===== src/rtl/prom_programmer.sv =====
// Bit-serial fuse PROM word programmer: pulses each missing 1 bit, verifies it, then checks the whole word.
// Define PROM_PRECHECK_EN to reject words that would need a blown fuse cleared, before any pulse.
module prom_programmer #(
  parameter int DATA_WIDTH    = 8,
  parameter int ADDRESS_WIDTH = 9,
  parameter int PULSE_CYCLES  = 16,
  parameter int SETTLE_CYCLES = 4,
  parameter int MAX_ATTEMPTS  = 4
) (
  input  logic                     clk,
  input  logic                     reset_n,
  input  logic                     start,
  input  logic [ADDRESS_WIDTH-1:0] address_in,
  input  logic [DATA_WIDTH-1:0]    data_in,
  input  logic [DATA_WIDTH-1:0]    data_line_in,
  output logic [ADDRESS_WIDTH-1:0] address_line,
  output logic [3:0]               operation,
  output logic [DATA_WIDTH-1:0]    prog_bit_sel,
  output logic                     prog_pulse,
  output logic                     busy,
  output logic                     done,
  output logic                     error,
  output logic [1:0]               error_code
);
  localparam int CNT_MAX = (PULSE_CYCLES > SETTLE_CYCLES) ? PULSE_CYCLES : SETTLE_CYCLES;
  localparam int CNT_W   = $clog2(CNT_MAX + 1);
  localparam int BIT_W   = (DATA_WIDTH > 1) ? $clog2(DATA_WIDTH) : 1;
  localparam logic [CNT_W-1:0] PULSE_LAST    = CNT_W'(PULSE_CYCLES - 1);
  localparam logic [CNT_W-1:0] SETTLE_LAST   = CNT_W'(SETTLE_CYCLES - 1);
  localparam logic [3:0]       ATTEMPT_LIMIT = 4'(MAX_ATTEMPTS);
  localparam logic [3:0] OP_DESELECT = 4'b0000;
  localparam logic [3:0] OP_READ     = 4'b1100;
  localparam logic [3:0] OP_PROG     = 4'b0011;
  localparam logic [1:0] ERR_NONE     = 2'b00;
  localparam logic [1:0] ERR_IRREV    = 2'b01;
  localparam logic [1:0] ERR_TIMEOUT  = 2'b10;
  localparam logic [1:0] ERR_MISMATCH = 2'b11;
  localparam logic [DATA_WIDTH-1:0] ONE_BIT = {{(DATA_WIDTH-1){1'b0}}, 1'b1};

  typedef enum logic [3:0] {
    IDLE    = 4'd0, SETUP  = 4'd1, SAMPLE = 4'd2, PULSE = 4'd3, RECOVER = 4'd4,
    VERIFY  = 4'd5, FINAL  = 4'd6, DONE   = 4'd7, FAIL  = 4'd8
  } state_t;

  // Returns {found, index} of the lowest set bit of mask.
  function automatic logic [BIT_W:0] lowest_bit(input logic [DATA_WIDTH-1:0] mask);
    logic [BIT_W:0] r;
    r = '0;
    for (int i = DATA_WIDTH - 1; i >= 0; i--) begin
      if (mask[i]) r = {1'b1, BIT_W'(i)};
      else         r = r;
    end
    return r;
  endfunction

  state_t                state_r, state_s;
  logic [CNT_W-1:0]      cnt_r, cnt_s;
  logic [3:0]            attempt_r, attempt_s;
  logic [BIT_W-1:0]      bit_r, bit_s;
  logic [DATA_WIDTH-1:0] target_r, target_s, sample_r, sample_s;
  logic [ADDRESS_WIDTH-1:0] addr_s;
  logic [1:0]            code_s;
  logic [3:0]            op_s;
  logic [DATA_WIDTH-1:0] sel_s;
  logic                  pulse_s, busy_s, done_s, err_s, irrev_s;
  logic [DATA_WIDTH-1:0] above_s;
  logic [BIT_W:0]        sample_pick_s, verify_pick_s;

  // Only bits above the one just verified are candidates, so the walk always moves upward.
  assign above_s       = ~((ONE_BIT << (bit_r + BIT_W'(1))) - ONE_BIT);
  assign sample_pick_s = lowest_bit(target_r & ~data_line_in);
  assign verify_pick_s = lowest_bit(target_r & ~data_line_in & above_s);
`ifdef PROM_PRECHECK_EN
  assign irrev_s = |(data_line_in & ~target_r);
`else
  assign irrev_s = 1'b0;
`endif

  // Next-state logic plus decode of the registered chip-facing outputs.
  always_comb begin
    state_s   = state_r;
    cnt_s     = cnt_r;
    attempt_s = attempt_r;
    bit_s     = bit_r;
    target_s  = target_r;
    sample_s  = sample_r;
    addr_s    = address_line;
    code_s    = error_code;
    case (state_r)
      IDLE: begin
        if (start) begin
          target_s  = data_in;
          addr_s    = address_in;
          code_s    = ERR_NONE;
          attempt_s = 4'd0;
          cnt_s     = '0;
          state_s   = SETUP;
        end else begin
          state_s = IDLE;
        end
      end
      SETUP: begin
        if (cnt_r == SETTLE_LAST) begin
          cnt_s   = '0;
          state_s = SAMPLE;
        end else begin
          cnt_s = cnt_r + CNT_W'(1);
        end
      end
      SAMPLE: begin
        sample_s = data_line_in;
        if (irrev_s) begin
          code_s  = ERR_IRREV;
          state_s = FAIL;
        end else if (sample_pick_s[BIT_W]) begin
          bit_s   = sample_pick_s[BIT_W-1:0];
          cnt_s   = '0;
          state_s = PULSE;
        end else begin
          state_s = FINAL;
        end
      end
      PULSE: begin
        if (cnt_r == PULSE_LAST) begin
          cnt_s   = '0;
          state_s = RECOVER;
        end else begin
          cnt_s = cnt_r + CNT_W'(1);
        end
      end
      RECOVER: begin
        if (cnt_r == SETTLE_LAST) begin
          cnt_s   = '0;
          state_s = VERIFY;
        end else begin
          cnt_s = cnt_r + CNT_W'(1);
        end
      end
      VERIFY: begin
        sample_s = data_line_in;
        cnt_s    = '0;
        if (data_line_in[bit_r]) begin
          attempt_s = 4'd0;
          if (verify_pick_s[BIT_W]) begin
            bit_s   = verify_pick_s[BIT_W-1:0];
            state_s = PULSE;
          end else begin
            state_s = FINAL;
          end
        end else begin
          attempt_s = attempt_r + 4'd1;
          if ((attempt_r + 4'd1) == ATTEMPT_LIMIT) begin
            code_s  = ERR_TIMEOUT;
            state_s = FAIL;
          end else begin
            state_s = PULSE;
          end
        end
      end
      FINAL: begin
        if (sample_r == target_r) begin
          state_s = DONE;
        end else begin
          code_s  = ERR_MISMATCH;
          state_s = FAIL;
        end
      end
      DONE:    state_s = IDLE;
      FAIL:    state_s = IDLE;
      default: state_s = IDLE;
    endcase

    op_s    = OP_DESELECT;
    sel_s   = '0;
    pulse_s = 1'b0;
    busy_s  = 1'b0;
    done_s  = 1'b0;
    err_s   = 1'b0;
    case (state_s)
      SETUP, SAMPLE, RECOVER, VERIFY, FINAL: begin
        op_s   = OP_READ;
        busy_s = 1'b1;
      end
      PULSE: begin
        op_s    = OP_PROG;
        sel_s   = ONE_BIT << bit_s;
        pulse_s = 1'b1;
        busy_s  = 1'b1;
      end
      DONE:    done_s = 1'b1;
      FAIL:    err_s  = 1'b1;
      default: op_s   = OP_DESELECT;
    endcase
  end

  // State, datapath and output registers; reset drops the programming driver on the same edge.
  always_ff @(posedge clk) begin
    if (!reset_n) begin
      state_r      <= IDLE;
      cnt_r        <= '0;
      attempt_r    <= 4'd0;
      bit_r        <= '0;
      target_r     <= '0;
      sample_r     <= '0;
      address_line <= '0;
      error_code   <= ERR_NONE;
      operation    <= OP_DESELECT;
      prog_bit_sel <= '0;
      prog_pulse   <= 1'b0;
      busy         <= 1'b0;
      done         <= 1'b0;
      error        <= 1'b0;
    end else begin
      state_r      <= state_s;
      cnt_r        <= cnt_s;
      attempt_r    <= attempt_s;
      bit_r        <= bit_s;
      target_r     <= target_s;
      sample_r     <= sample_s;
      address_line <= addr_s;
      error_code   <= code_s;
      operation    <= op_s;
      prog_bit_sel <= sel_s;
      prog_pulse   <= pulse_s;
      busy         <= busy_s;
      done         <= done_s;
      error        <= err_s;
    end
  end
endmodule


===== config.mk =====
export PLATFORM = sky130hd
export DESIGN_NAME = prom_programmer
export DESIGN_NICKNAME = d
export VERILOG_FILES = /design/src/rtl/prom_programmer.sv
export SDC_FILE = /design/constraint.sdc
export NUM_CORES = 1
export LEC_CHECK = 0
export CAP_MARGIN = 30
export CORE_MARGIN = 5
export CORE_UTILIZATION = 45
export CTS_CLUSTER_SIZE = 24
export DETAILED_ROUTE_END_ITERATION = 16
export PLACE_DENSITY = 0.75
export SLEW_MARGIN = 5
export SYNTH_ARGS = -nofsm -noshare
export SYNTH_HDL_FRONTEND = slang
export SYNTH_SLANG_ARGS = --single-unit

===== constraint.sdc =====
create_clock -name clk -period 6 [get_ports clk]
set_input_delay 1.2 -clock clk [delete_from_list [all_inputs] [get_ports clk]]
set_output_delay 1.2 -clock clk [all_outputs]
set_load 0.02 [all_outputs]

; ---- After elaboration in Yosys (flattened, before gate mapping)
; Index checks and enable logic that the tools add are counted.
[word_totals]
input_bits = 28
reg_bits = 59
wordCells = 111
[op_classes]
add_sub_neg = 4
shifts = 2
magnitude_cmp = 1
bitwise_logic = 4
n_eq_ne = 23
n_mux = 50
n_reduce_logical = 13
[ops]
columns = cell, count
row1 = 4-bit two-way mux, 24
row2 = 4-bit by 3-bit equality test with 1-bit output (second input constant), 8
row3 = 4-bit one-hot mux with 7 select lines, 1
row4 = 5-bit one-hot mux with 5 select lines, 1
row5 = 5-bit two-way mux, 4
row6 = 8-bit bitwise AND, 2
row7 = 4-bit by 2-bit equality test with 1-bit output (second input constant), 4
row8 = 8-bit NOT, 2
row9 = 4-bit one-hot mux with 2 select lines, 2
row10 = 1-bit by 3-bit << shifter with 8-bit output (first input constant), 2
row11 = 3-bit two-way mux, 5
row12 = 2-bit inequality test (second input constant), 5
row13 = 4-bit by 1-bit equality test with 1-bit output (second input constant), 2
row14 = 8-bit equality test, 1
row15 = 2-bit two-way mux, 4
row16 = 8-bit by 1-bit subtractor with 8-bit output (second input constant), 1
row17 = 1-bit two-way mux, 6
row18 = 2-bit one-hot mux with 3 select lines, 1
row19 = 3-bit one-hot mux with 2 select lines, 1
row20 = 2-bit AND reduction, 3
row21 = 6-bit OR reduction, 1
row22 = 5-bit by 1-bit adder with 5-bit output (second input constant), 1
row23 = 5-bit by 2-bit equality test with 1-bit output (second input constant), 1
row24 = 5-bit by 4-bit equality test with 1-bit output (second input constant), 1
row25 = other kinds (13), 14

; ---- Logic depth before layout (Yosys ltp)
[depth]
word_depth = 19
mapped_depth = 11

; ---- Least setup slack after synthesis
; Ideal clock, no wire load.
[synth_timing]
path_kind = in2reg
from = input port data_line_in[1]
to = register busy
stages = 7
path_slack_ns = 3.152
arrival_ns = 2.719
setup_time_ns = 0.129
path_buffers = 0
cell_sequence = and3b_1 -> a21o_1 -> or3b_1 -> o311ai_2 -> and3_1 -> nand3_1 -> nor3b_2
[synth_between]
elab_chain_cells = 11
word_cells_on_any_way = 21
cone_classes = eq/ne (6) / mux (11) / bitwise (3) / reduce/logical (1)
[synth_lines]
columns = item, line_no
row1 = from (decl), 15  ; input logic [DATA_WIDTH-1:0] data_line_in,
row2 = 8-bit NOT, "71, 72"
row3 = 8-bit bitwise AND, "71, 72"
row4 = 8-bit bitwise AND, 72  ; assign verify_pick_s = lowest_bit(target_r & ~data_line_in & above_s);
row5 = 4-bit two-way mux (2 in series), 50  ; if (mask[i]) r = {1'b1, BIT_W'(i)};
row6 = 3-bit two-way mux, 144  ; if (verify_pick_s[BIT_W]) begin
row7 = 4-bit two-way mux, 142  ; if (data_line_in[bit_r]) begin
row8 = 4-bit one-hot mux with 7 select lines *, 89  ; case (state_r)
row9 = 4-bit by 2-bit equality test with 1-bit output (tied with other cells), 179  ; case (state_s)
row10 = 6-bit OR reduction (no source line) *, --
row11 = 1-bit two-way mux *, 179
row12 = to (signal assigned), 225  ; busy <= busy_s;
row13 = to (decl), 20  ; output logic busy,
; Mark *: on every way between the ends. The rest lies on a longest branch, timed or not. The select of a mux whose other input is x is not followed.
; A chain may end at the register's enable or synchronous reset.

; ---- Final worst setup path
[layout_timing]
from = input port data_line_in[2]
to = register prog_bit_sel[1]
[layout_between]
elab_chain_cells = 11
word_cells_on_any_way = 22
cone_classes = eq/ne (1) / shift (1) / mux (16) / bitwise (3) / reduce/logical (1)
[layout_lines]
columns = item, line_no
row1 = 8-bit NOT, "71, 72"
row2 = 8-bit bitwise AND, "71, 72"
row3 = 8-bit bitwise AND, 72
row4 = 4-bit two-way mux (3 in series), 50
row5 = 3-bit two-way mux, 144
row6 = 4-bit two-way mux, 142
row7 = 4-bit one-hot mux with 7 select lines, 89
row8 = 4-bit by 2-bit equality test with 1-bit output, 179
row9 = 2-bit AND reduction (no source line), --
row10 = to (signal assigned), 223  ; prog_bit_sel <= sel_s;
row11 = to (decl), 18  ; output logic [DATA_WIDTH-1:0] prog_bit_sel,
; Several ways; a longest one is shown, not always the timed one. The select of a mux whose other input is x is not followed.

==> run_results.csv <==
group,metric,value,unit
run_status,status,"complete, no violations",
grt,overflow,0,
worst_setup_path,r2r_setup_slack,2.77,ns
grt,grt_start_max_net_pins,47,
floorplan,core,0.006719,mm2
power_and_ir_drop,p_seq_share,47.0,%
synth,ys_async_sr_fraction,0,%
layout,nets,452,
placement,hpwlAfterDp,5145,um
worst_setup_path,worstPathArrival,3.50,ns
floorplan,initial_utilization,45.62,%
min_path,hold_path.startpoint,"address_line[7]$_SDFFE_PN0P_",
layout,final_cell_mix,"dfxtp_1 (57), clkdlybuf4s50_1 (54), nand2_1 (50)",
synth,synth_top_family_by_area,"simple AND/OR/NAND/NOR gates",
clock_network,cts.sinks,57,
synth,synthesis.nets,403,
placement,dpl.cell_count,487,
drt,wl,6978,um
synth,netlist_top_cells_area,"dfxtp_1 (37%), a21oi_1 (6.4%), nand2_1 (6.1%)",
synth,synth_compound_area_share,19.96,%
power_and_ir_drop,combPwrFrac,12.0,%
clock_network,post_cts_buffers,0,
clock_network,htreeDepth,3,
worst_setup_path,worstSetupPathType,"input port to register",
synth,ys_seq_area_share,37.22,%
floorplan,io_pins,55,
synth,ys_warn_count,0,
worst_setup_path,cp_max_fo,5,
sta,worst_slew_pin_slew,0.8051,ns
sta,grt_setup_unrepaired,"false",
worst_setup_path,timing.rr.start,"bit_r[1]$_SDFF_PN0_",
layout,num_antenna_cells,0,
drt,routedWlPerCell,13.87,um
worst_setup_path,crit_path_end_kind,"register",
sta,period_needed,3.256,ns
synth,synth_flop_cell,"dfxtp_1",
drt,route.detailed.drc,0,
sta,finalHoldViolations,0,
grt,grt_first_pass_wirelength,11630,um
clock_network,postCtsHoldBufs,0,
layout,finalNonFillerCells,503,
layout,layout_commonest_cell,"dfxtp_1",
power_and_ir_drop,sw_frac_of_total,25.84,%
sta,clock.fmax,307.1,MHz
floorplan,die_area,0.008563,mm2
synth,synth_top_area_share,37.22,%
synth,syn-mean-instance-area,8.307,um2
clock_network,cts_buffers,9,
floorplan,rows,30,
power_and_ir_drop,clkPwrFrac,41.0,%
synth,synth_edf_count,0,
worst_setup_path,crit_start,"data_line_in[2]",
drt,vias,2783,
placement,gp_congestion,0.8744,
grt,grt_pass1_vias,2498,
power_and_ir_drop,ir_worst_vdd,0.1771,mV
synth,synthMuxAreaShare,4.286,%
clock_network,cts-root-buf,"clkbuf_8",
synth,synth_adder_area_share,2.449,%
min_path,min_path_type,"register to register",
worst_setup_path,required,6.25,ns
power_and_ir_drop,p_leak,1.400,nW
sta,finClkSkew,0.01108,ns
sta,max_slew_margin,46.25,%
synth,synth_simple_gate_area_share,29.39,%
drt,drt_iter0_markers,149,
clock_network,insertion_delay,0.34,ns
sta,final-setup-viol-count,0,
placement,portBuffers,54,
grt,antenna_found_initial,0,
floorplan,die_h,92.54,um
power_and_ir_drop,pwr_density_cell,221.2,mW/mm2
synth,synth_xor_area_share,2.857,%
clock_network,cts_tree,"yes",
synth,ys_ff_latch,57,
drt,viasPerCell,5.533,
clock_network,max-clock-path-buffers,2,
sta,slew_violations,0,
drt,drtAntennaViolNets,0,
job,cap_violations,0,
sta,fin_tns_setup,0,ns
synth,yosysUniqueCellTypes,69,
drt,dr.pass1.iters,4,
sta,hold_slack,0.4592,ns
worst_setup_path,reg2reg_to,"prog_bit_sel[1]$_SDFF_PP0_",
synth,synth_area,0.003065,mm2
synth,yosysTopAreaCell,"dfxtp_1",
power_and_ir_drop,intPower,0.6264,mW
sta,period_share,54.27,%
worst_setup_path,start_kind,"input port",
worst_setup_path,rr_worst_depth,10,
layout,drive_gt1_share,8.983,%
clock_network,cts.clk_slew.worst_paths,0.07,ns
synth,syn_inst,369,
worst_setup_path,crit_path_end,"prog_bit_sel[1]$_SDFF_PP0_",
grt,grt.total_usage,16.75,%
floorplan,die_x,92.54,um
power_and_ir_drop,p_switching,0.2182,mW
layout,area_delta_synth_final,24.53,%
clock_network,cts_resized,0,
[power by group through the flow]
stage	logic [mW]	registers [mW]	clock network, mW
floorplan	0.0539	0.409	0
global placement	0.0997	0.405	0
detailed placement	0.101	0.405	0
CTS	0.102	0.397	0.355
global route	0.111	0.398	0.372
finish	0.101	0.397	0.346
[cell type report]
class                      count  area, um2
clock buffer                   9      123.9
clock inverter                 7      71.32
fill                         626       2902
inverter                       9      33.78
multi-input combinational    287       1807
sequential                    57       1141
tap                           80      100.1
timing repair buffer          54      540.5
[synthesized netlist by cell type, drive strengths merged (9+ instances only)]
master,n
nand2,50
mux2i,12
dfxtp,57
a21oi,39
nor2b,11
nand2b,9
inv,9
nor2,38
o21ai,12
nand3,9
buf,9
[worst min-delay path by stage]
stage,endpoint,slack [ns],cells past startpoint
floorplan,target_r[3]$_SDFFE_PN0P_,0.46,2
global placement,address_line[2]$_SDFFE_PN0P_,0.44,2
detailed placement,address_line[6]$_SDFFE_PN0P_,0.45,2
CTS,address_line[7]$_SDFFE_PN0P_,0.46,2
global route,address_line[6]$_SDFFE_PN0P_,0.48,2
finish,address_line[7]$_SDFFE_PN0P_,0.46,2
[cell families (layout without fill, tap and decap cells)]
kind of cell | after synthesis | after routing
AND/OR/NAND/NOR | 169 | 169
AO/OA/AOI/OAI | 89 | 89
flip-flops | 57 | 57
buffers and inverters | 25 | 79
multiplexers | 13 | 13
XOR/XNOR | 10 | 10
adder cells (fa/ha/maj) | 6 | 6
[state kept, by name, indices dropped and copies added, names as in the netlist]
name          cells
attempt_r         4
bit_r             3
error_code        2
sample_r          8
state_r           4
busy              1
done              1
target_r          8
address_line      9
error             1
prog_bit_sel      8
operation         2
prog_pulse        1
cnt_r             5
[stage by stage]
step	power, mW	setup slack (ns)	utilization [%]	cell area (um2)
after CTS	0.8536	2.756	56.82	3817
after floorplan	0.4632	3.152	-	3065
final	0.8446	2.744	56.82	3817
after global routing	0.8807	2.480	56.82	3817
after global placement	0.5048	2.475	53.91	3622
after detailed placement	0.5065	2.415	53.91	3622
[layer usage]
layer  track usage, %  vias to the layer above  part of all wire, %
met5                0                        -                    0
met4            7.302                        0                  1.9
met3            4.630                       10                  7.2
met2            26.95                       91                   44
met1            20.89                     1275                   47
li1                 -                     1407                    -
[worst max-delay path: stages]
cell             delay (ns)
clkdlybuf4s50_1        0.47
or3b_1                 0.40
mux2i_1                0.24
or3b_1                 0.27
nor4_1                 0.11
a311oi_2               0.39
nand4_2                0.21
a211oi_1               0.21
Note: power is estimated with default switching activity, not from simulation.
